`src/rtl/platform_if.sv`:
```
// platform_if: bundles the frame-rate control inputs and the platform layout
// outputs of platform_gen.
//   frame_tick  one-cycle pulse per video frame
//   start       one-cycle pulse, begins/restarts a game
//   terminated  level, game over from the doodle logic
//   scroll_amt  pixels to move platforms down this frame
//   pN_vpos     platform top row
//   pN_hpos     platform left column
//   score       respawn count, saturating
//   running     high while a game is in progress
// master = game controller side (drives controls), slave = platform_gen.
interface platform_if;
  logic        frame_tick;
  logic        start;
  logic        terminated;
  logic [4:0]  scroll_amt;
  logic [9:0]  p1_vpos;
  logic [9:0]  p2_vpos;
  logic [9:0]  p3_vpos;
  logic [9:0]  p1_hpos;
  logic [9:0]  p2_hpos;
  logic [9:0]  p3_hpos;
  logic [15:0] score;
  logic        running;

  modport master (
    output frame_tick, start, terminated, scroll_amt,
    input  p1_vpos, p2_vpos, p3_vpos, p1_hpos, p2_hpos, p3_hpos, score, running
  );

  modport slave (
    input  frame_tick, start, terminated, scroll_amt,
    output p1_vpos, p2_vpos, p3_vpos, p1_hpos, p2_hpos, p3_hpos, score, running
  );
endinterface

```
`src/rtl/platform_gen.sv`:
```
// platform_gen: owns the three platforms' positions, scrolls them down once per
// frame tick, respawns a platform at the top with an LFSR-derived column when it
// falls past the bottom, and counts respawns as a saturating climb score.
// Ports:
//   clk  system clock
//   rst  asynchronous, active-high reset
//   bus  platform_if.slave (controls in, positions/score/running out)
//
// state | meaning
// IDLE  | after reset, initial layout shown, waiting for start
// RUN   | game in progress, platforms scroll on frame_tick
// OVER  | game ended, layout frozen until start
module platform_gen #(
  parameter int         H_ACTIVE  = 640,
  parameter int         V_ACTIVE  = 480,
  parameter int         PLAT_W    = 75,
  parameter logic [9:0] LFSR_SEED = 10'h2A5
) (
  input logic       clk,
  input logic       rst,
  platform_if.slave bus
);

  typedef enum logic [1:0] {IDLE, RUN, OVER} state_t;

  localparam logic [10:0] V_LIM     = 11'(V_ACTIVE);
  // First column that would push the platform past the right edge.
  localparam logic [9:0]  PLACE_LIM = 10'(H_ACTIVE - PLAT_W + 1);
  // Index 0 is p1, index 2 is p3.
  localparam logic [2:0][9:0] INIT_V = {10'd400, 10'd240, 10'd80};
  localparam logic [2:0][9:0] INIT_H = {10'd283, 10'd400, 10'd100};

  state_t          state_q;
  logic [2:0][9:0] vpos_q;
  logic [2:0][9:0] hpos_q;
  logic [15:0]     score_q;
  logic            running_q;
  logic [9:0]      lfsr_q;

  logic [2:0][9:0] raw;
  logic [2:0][9:0] placed;
  logic [2:0][9:0] vpos_nx;
  logic [2:0][9:0] hpos_nx;
  logic [2:0]      wrap;
  logic [10:0]     n;
  logic [1:0]      n_resp;
  logic [16:0]     score_sum;
  logic [15:0]     score_nx;

  always_comb begin
    raw       = '0;
    placed    = '0;
    vpos_nx   = vpos_q;
    hpos_nx   = hpos_q;
    wrap      = '0;
    n         = '0;
    n_resp    = '0;
    // Three decorrelated column candidates from one LFSR sample.
    raw[0] = lfsr_q;
    raw[1] = {lfsr_q[4:0], lfsr_q[9:5]};
    for (int b = 0; b < 10; b++) raw[2][b] = lfsr_q[9-b];
    for (int i = 0; i < 3; i++) begin
      n       = {1'b0, vpos_q[i]} + {6'd0, bus.scroll_amt};
      wrap[i] = (n >= V_LIM);
      // raw < 1024 < 2*PLACE_LIM, so a single subtraction folds it into range.
      placed[i] = (raw[i] < PLACE_LIM) ? raw[i] : raw[i] - PLACE_LIM;
      if (wrap[i]) begin
        vpos_nx[i] = 10'(n - V_LIM);
        hpos_nx[i] = placed[i];
      end else begin
        vpos_nx[i] = n[9:0];
      end
      n_resp = n_resp + {1'b0, wrap[i]};
    end
    score_sum = {1'b0, score_q} + {15'd0, n_resp};
    score_nx  = score_sum[16] ? 16'hFFFF : score_sum[15:0];
  end

  always_ff @(posedge clk or posedge rst) begin
    if (rst) begin
      state_q   <= IDLE;
      vpos_q    <= INIT_V;
      hpos_q    <= INIT_H;
      score_q   <= '0;
      running_q <= 1'b0;
      lfsr_q    <= LFSR_SEED;
    end else begin
      // x^10 + x^7 + 1, free-running in every state.
      lfsr_q <= {lfsr_q[8:0], lfsr_q[9] ^ lfsr_q[6]};
      case (state_q)
        IDLE, OVER: begin
          if (bus.start) begin
            state_q   <= RUN;
            running_q <= 1'b1;
            vpos_q    <= INIT_V;
            hpos_q    <= INIT_H;
            score_q   <= '0;
          end
        end
        RUN: begin
          if (bus.terminated) begin
            state_q   <= OVER;
            running_q <= 1'b0;
          end else if (bus.frame_tick) begin
            vpos_q  <= vpos_nx;
            hpos_q  <= hpos_nx;
            score_q <= score_nx;
          end
        end
        default: begin
          state_q   <= IDLE;
          running_q <= 1'b0;
        end
      endcase
    end
  end

  assign bus.p1_vpos = vpos_q[0];
  assign bus.p2_vpos = vpos_q[1];
  assign bus.p3_vpos = vpos_q[2];
  assign bus.p1_hpos = hpos_q[0];
  assign bus.p2_hpos = hpos_q[1];
  assign bus.p3_hpos = hpos_q[2];
  assign bus.score   = score_q;
  assign bus.running = running_q;

endmodule

```
`src/flat_wrapper.sv`:
```
// flat-port wrapper written by rule: the top's interface ports become plain ports
module platform_gen_flat 
#(
  parameter int         H_ACTIVE  = 640,
  parameter int         V_ACTIVE  = 480,
  parameter int         PLAT_W    = 75,
  parameter logic [9:0] LFSR_SEED = 10'h2A5
)
  (clk, rst, bus_frame_tick, bus_start, bus_terminated, bus_scroll_amt, bus_p1_vpos, bus_p2_vpos, bus_p3_vpos, bus_p1_hpos, bus_p2_hpos, bus_p3_hpos, bus_score, bus_running);
  platform_if bus_i ();
  input logic clk;
  input logic rst;
  input wire logic [$bits(bus_i.frame_tick)-1:0] bus_frame_tick;
  input wire logic [$bits(bus_i.start)-1:0] bus_start;
  input wire logic [$bits(bus_i.terminated)-1:0] bus_terminated;
  input wire logic [$bits(bus_i.scroll_amt)-1:0] bus_scroll_amt;
  output wire logic [$bits(bus_i.p1_vpos)-1:0] bus_p1_vpos;
  output wire logic [$bits(bus_i.p2_vpos)-1:0] bus_p2_vpos;
  output wire logic [$bits(bus_i.p3_vpos)-1:0] bus_p3_vpos;
  output wire logic [$bits(bus_i.p1_hpos)-1:0] bus_p1_hpos;
  output wire logic [$bits(bus_i.p2_hpos)-1:0] bus_p2_hpos;
  output wire logic [$bits(bus_i.p3_hpos)-1:0] bus_p3_hpos;
  output wire logic [$bits(bus_i.score)-1:0] bus_score;
  output wire logic [$bits(bus_i.running)-1:0] bus_running;
  assign bus_i.frame_tick = bus_frame_tick;
  assign bus_i.start = bus_start;
  assign bus_i.terminated = bus_terminated;
  assign bus_i.scroll_amt = bus_scroll_amt;
  assign bus_p1_vpos = bus_i.p1_vpos;
  assign bus_p2_vpos = bus_i.p2_vpos;
  assign bus_p3_vpos = bus_i.p3_vpos;
  assign bus_p1_hpos = bus_i.p1_hpos;
  assign bus_p2_hpos = bus_i.p2_hpos;
  assign bus_p3_hpos = bus_i.p3_hpos;
  assign bus_score = bus_i.score;
  assign bus_running = bus_i.running;
  platform_gen #(.H_ACTIVE(H_ACTIVE), .V_ACTIVE(V_ACTIVE), .PLAT_W(PLAT_W), .LFSR_SEED(LFSR_SEED)) u_core (.clk(clk), .rst(rst), .bus(bus_i));
endmodule
```
`config.mk`:
```
export PLATFORM = sky130hd
export DESIGN_NAME = platform_gen_flat
export DESIGN_NICKNAME = d
export VERILOG_FILES = /design/src/rtl/platform_if.sv /design/src/rtl/platform_gen.sv /design/src/flat_wrapper.sv
export SDC_FILE = /design/constraint.sdc
export NUM_CORES = 1
export LEC_CHECK = 0
export ABC_CLOCK_PERIOD_IN_PS = 6300
export CELL_PAD_IN_SITES_DETAIL_PLACEMENT = 2
export CELL_PAD_IN_SITES_GLOBAL_PLACEMENT = 2
export CORE_ASPECT_RATIO = 1.2
export CORE_MARGIN = 5
export CORE_UTILIZATION = 35
export CTS_BUF_LIST = sky130_fd_sc_hd__clkbuf_2 sky130_fd_sc_hd__clkbuf_4 sky130_fd_sc_hd__clkbuf_8
export CTS_CLUSTER_DIAMETER = 120
export CTS_CLUSTER_SIZE = 20
export DETAILED_ROUTE_END_ITERATION = 10
export PLACE_DENSITY = 0.85
export REMOVE_ABC_BUFFERS = 1
export SKIP_LAST_GASP = 1
export SLEW_MARGIN = 10
export SYNTH_ARGS = -nofsm -noshare
export SYNTH_HDL_FRONTEND = slang
export SYNTH_SLANG_ARGS = --single-unit
```
`constraint.sdc`:
```
create_clock -name clk -period 6.3 [get_ports clk]
set_input_delay 0.63 -clock clk [delete_from_list [all_inputs] [get_ports clk]]
set_output_delay 0.63 -clock clk [all_outputs]
set_load 0.01 [all_outputs]
```
# After elaboration in Yosys (flattened, before gate mapping)
# Index checks and enable logic that the tools add are counted.
op_classes:
  n_addsub: 12
  bitwise: 1
  reduce_logical: 8
  n_lt_le_gt_ge: 6
  n_mux: 28
  eq_ne: 9
op_table:
  columns: ["op", "count"]
  rows:
  - ["2-to-1 mux 30 bit", 6]
  - ["one-hot mux 30 bit (2 select lines)", 2]
  - ["2-to-1 mux 10 bit", 9]
  - ["2-to-1 mux 16 bit", 4]
  - ["adder 10 x 5 -> 11 bit", 3]
  - ["greater-or-equal comparator 11 x 9 -> 1 bit (second input constant)", 3]
  - ["one-hot mux 16 bit (2 select lines)", 1]
  - ["< comparator 10 bit (second input constant)", 3]
  - ["subtractor 10 bit (second input constant)", 3]
  - ["subtractor 10 x 9 -> 10 bit (second input constant)", 3]
  - ["adder 16 x 2 -> 17 bit", 1]
  - ["AND reduction 5 bit", 3]
  - ["inequality test 2 bit (second input constant)", 4]
  - ["inequality test 2 x 1 -> 1 bit (second input constant)", 3]
  - ["2-to-1 mux 2 bit", 2]
  - ["one-hot mux 2 bit (2 select lines)", 1]
  - ["AND reduction 4 bit", 1]
  - ["adder 1 x 1 -> 2 bit", 1]
  - ["adder 2 x 1 -> 2 bit", 1]
  - ["== test 2 x 1 -> 1 bit (second input constant)", 1]
  - ["== test 2 bit (second input constant)", 1]
  - ["zero test 2 bit", 1]
  - ["2-to-1 mux 1 bit", 2]
  - ["one-hot mux 1 bit (2 select lines)", 1]
  - ["other kinds (4)", 4]
word_totals:
  out_inout_bits: 77
  register_bits: 89
  input_bits: 10

# Longest topological paths before layout
depth:
  depth_word: 9
  mapped_depth: 22

# Least setup slack after synthesis
# No wires, ideal clock.
synth_timing:
  path_kind: "input port to flip-flop"
  start: "in bus_scroll_amt[0]"
  end: "reg u_core.score_q[11] (netlist: u_core.bus.score[11])"
  path_buffers: 1
  t_arrival_ns: 4.983
  path_slack_ns: 1.235
  cell_stages: 22
  cell_sequence: "ha_1 -> inv_1 -> fa_1 -> and2b_1 -> o221ai_2 -> nand2_1 -> nand2_1 -> xnor2_1 -> ha_1 -> o311a_2 -> a311oi_4 -> inv_1 -> fa_1 -> ha_1 -> fa_1 -> nand3_1 -> nor3_1 -> and4_1 -> and3_1 -> clkbuf_1 -> o21ai_0 -> o21ai_0"
synth_between:
  elab_chain_cells: 9
  elab_cells_between_ends: 13
  cone_classes: "6 x add/sub; 3 x order compare; 4 x mux"
synth_rtl:
  columns: ["element", "line", "rtl"]
  rows:
  - ["start: declaration", "flat_wrapper.sv:16", "input wire logic [$bits(bus_i.scroll_amt)-1:0] bus_scroll_amt;"]
  - ["adder 10 x 5 -> 11 bit", "platform_gen.sv:63", "n = {1'b0, vpos_q[i]} + {6'd0, bus.scroll_amt};"]
  - ["greater-or-equal comparator 11 x 9 -> 1 bit", "platform_gen.sv:64", "wrap[i] = (n >= V_LIM);"]
  - ["adder 1 x 1 -> 2 bit", "platform_gen.sv:73", "n_resp = n_resp + {1'b0, wrap[i]};"]
  - ["adder 2 x 1 -> 2 bit (*)", "platform_gen.sv:73", null]
  - ["adder 16 x 2 -> 17 bit (*)", "platform_gen.sv:75", "score_sum = {1'b0, score_q} + {15'd0, n_resp};"]
  - ["2-to-1 mux 16 bit (*)", "platform_gen.sv:76", "score_nx = score_sum[16] ? 16'hFFFF : score_sum[15:0];"]
  - ["2-to-1 mux 16 bit (*)", "platform_gen.sv:104", "end else if (bus.frame_tick) begin"]
  - ["2-to-1 mux 16 bit (*)", "platform_gen.sv:101", "if (bus.terminated) begin"]
  - ["one-hot mux 16 bit (2 select lines) (*)", "platform_gen.sv:90", "case (state_q)"]
  - ["end signal: assignment", "platform_gen.sv:107", "score_q <= score_nx;"]
  - ["end: declaration", "platform_gen.sv:36", "logic [15:0] score_q;"]
# Every way passes the cells marked *; elsewhere a longest branch is shown, timed or not. The select of a mux whose other input is x is not followed.
# A chain may end at the register's enable or synchronous reset.

# Worst setup path in the final report
layout_timing:
  start: "in bus_scroll_amt[1]"
  end: "reg u_core.score_q[4] (netlist: u_core.bus.score[4])"
# The elaborated chain is that of the path after synthesis.

==> results.tsv <==
metric	value	unit
CP Cell Sequence	clkdlybuf4s50_1 > inv_1 > fa_1 > nor2b_1 > o31a_1 > o21ai_0 > xnor2_1 > ha_1 > a32oi_4 > and2_1 > inv_1 > fa_1 > ha_1 > fa_1 > nand3_1 > nor3_1 > and4_1 > and3_1 > o21ai_0 > o21ai_0	
total of max-cap violations	0	
non-filler cells, final	964	
Worst IR Drop VDD	0.142	mV
DP Wirelength	14800	µm
synth cell count leaders	dfrtp_1 (64), nor2_1 (57), nand2_1 (54), o21ai_0 (49), inv_1 (41)	
Final ANT Viol Nets	0	
via count	5519	
row cnt	53	
Netlist Area Pre-Place	6100	µm²
CP peak stage delay	0.63	ns
crit path launch type	input port	
Num CTS Buffers	9	
final setup margin	0.540	ns
htree depth	3	
min cycle time layout	5.76	ns
vias in the first global route	6303	
CP max-delay cell	clkdlybuf4s50_1	
element type at the critical path end	register	
Worst EP required	6.60	ns
Nets	784	
Initial DRC Count	131	
remaining global-route overflow	0	
ys flop type	dfrtp_1	
Async S/R FF share, synth	100	%
die area	20200	µm²
adder-cell share of the synthesized area	7.79	%
Top Metal Used	met4	
area grow syn2layout	20.3	%
placed insts	948	
Num Clock Sinks	89	
post-synthesis mux area share	2.15	%
Hold Buf Count CTS	0	
post-synthesis sequential area ratio	37.0	%
final setup TNS	0	ns
crit share post-route	91.4	%
Simple-Gate Fraction of Synth Area	17.4	%
Resize count post-CTS	0	
Syn Area/Cell	9.11	µm²
Worst Clk Skew	0.0144	ns
Clk Latency, worst-skew pair	0.39	ns
Hold Path Class	reg2reg	
post-synthesis compound-gate area fraction	25.6	%
share of layout cells above drive strength 1	10.5	%
DRT Pass-1 Iters	4	
initial antenna violation count	0	
P per Cell Area	296	nW/µm²
CP arrival	6.06	ns
final setup vio count	0	
Port-buffer cells	86	
metal3 WL	724	µm
fmax	0.174	GHz
LEAKAGE	3.03	nW
status	complete, no violations	
Fillers	1904	
Post-CTS Setup Bufs	0	
post-DR wirelength/cell	20.9	µm
Mapped Cells	670	
count of final max-slew check failures	0	
pre-CTS setup slack	0.149	ns
met2 routed WL	10500	µm
# IOs	87	
Core Area	17300	µm²
largest cells by area after synthesis	dfrtp_1 (26%), dfstp_2 (11%), ha_1 (6.2%)	
post-synthesis xor/xnor area fraction	4.72	%
share of the synthesized area in the top cell type	26.2	%
Starting Density	35.3	%
Slew @ Worst Pin	0.882	ns
largest net degree at the start of global routing	58	
deepest clock path buffer count	2	
worst path buffer plus inverter count	3	
DRT met1 WL	8580	µm
top-count cell post-synth	dfrtp_1	
Die Y	155	µm
critical path class	in2reg	
Yosys cell types	88	
crit-path max FO	13	
final hold violations	0	
root buffer cell	clkbuf_8	
Reg clk slew, reported paths	0.10	ns
worst relative slew slack	41.2	%
GPL Wtd Cong	0.843	
Seq cells post-synth	89	
diodes inserted	0	
DR vias/cell	5.73	
CTS tree	done	
Remaining DRCs	0	
RSZ-0062 raised after global routing	false	
width of the die	131	µm
EDFF count, synth	0	
largest family of logic cells by synthesized area	compound AO/OA/AOI/OAI gates	
total number of yosys warnings	0	
first-pass GRT wire length	33900	µm
Total Routing Usage GR	20.7	%
final wirelength	20100	µm
area leader, netlist	dfrtp_1	
critical path's top delay family	simple AND/OR/NAND/NOR gates	
==> layer usage <==
metal,global-route usage (%),vias to the layer above
li1,-,2572
met5,0,-
met4,4.51,0
met3,3.94,24
met1,25.6,2829
met2,37.2,94
==> per-stage QoR <==
step | power, W | instance area (µm²) | hold slack, ns | util [%]
CTS | 0.00220 | 7340 | 0.470 | 42.4
global route | 0.00233 | 7340 | 0.478 | 42.4
floorplan | 0.00139 | 5930 | 0.426 | -
finish | 0.00217 | 7340 | 0.470 | 42.4
global placement | 0.00174 | 7160 | 0.455 | 41.3
detailed placement | 0.00180 | 7160 | 0.456 | 41.3
==> power by group <==
group	switching, W	internal (W)
Sequential	0.000111	0.000680
Combinational	0.000571	0.000426
Clock	0.000225	0.000162
Total	0.000907	0.00127
==> layout by cell type, fill, tap and decap left out, types with 25 or more instances in the layout <==
cell type and n:
a21oi_1 33, dfstp_2 25, o21ai_0 49, ha_1 30, inv_1 40, nor2_1 57, dfrtp_1 64, clkdlybuf4s50_1 86
xnor2_1 25, nand2_1 54
==> final cells by class <==
| type | count | area (µm²) | area share (%) |
|---|---|---|---|
| Clock inverter | 5 | 38.8 | 0.528 |
| Clock buffer | 11 | 145 | 1.98 |
| Timing Repair Buffer | 96 | 936 | 12.8 |
| Sequential cell | 89 | 2260 | 30.8 |
| Tap cell | 220 | 275 | 3.75 |
| Multi-Input combinational cell | 501 | 3530 | 48.1 |
| Inverter | 42 | 159 | 2.17 |
==> flip-flops by register name, indices dropped and copies added (netlist names) <==
signal / count
u_core.bus.p1_hpos: 10
u_core.bus.p1_vpos: 10
u_core.bus.p2_hpos: 10
u_core.bus.p2_vpos: 10
u_core.bus.p3_hpos: 10
u_core.bus.p3_vpos: 10
u_core.bus.running: 1
u_core.bus.score: 16
u_core.lfsr_q: 10
u_core.state_q: 2
==> cells by family after synthesis <==
| kind of cell | Yosys count |
|---|---|
| adders and majority gates | 35 |
| DFF | 89 |
| and+or+nand+nor | 208 |
| AOI/OAI and AO/OA | 214 |
| xor gates and xnor gates | 32 |
| muxes | 12 |
| buffers and inverters | 80 |
==> worst paths after layout <==
kind                                       startpoint                     to  slack (ns)  depth (start not counted)
max in group asynchronous                         rst  u_core.bus.p3_vpos[0]        4.52                          3
worst min register to register       u_core.lfsr_q[7]       u_core.lfsr_q[8]        0.47                          0
min in group asynchronous                         rst  u_core.bus.p2_hpos[1]        0.61                          2
worst min-delay path                 u_core.lfsr_q[7]       u_core.lfsr_q[8]        0.47                          0
worst max register to register  u_core.bus.p2_vpos[0]    u_core.bus.score[4]        0.94                         20
worst max-delay path                bus_scroll_amt[1]    u_core.bus.score[4]        0.54                         20
(Power assumes the default switching activity.)
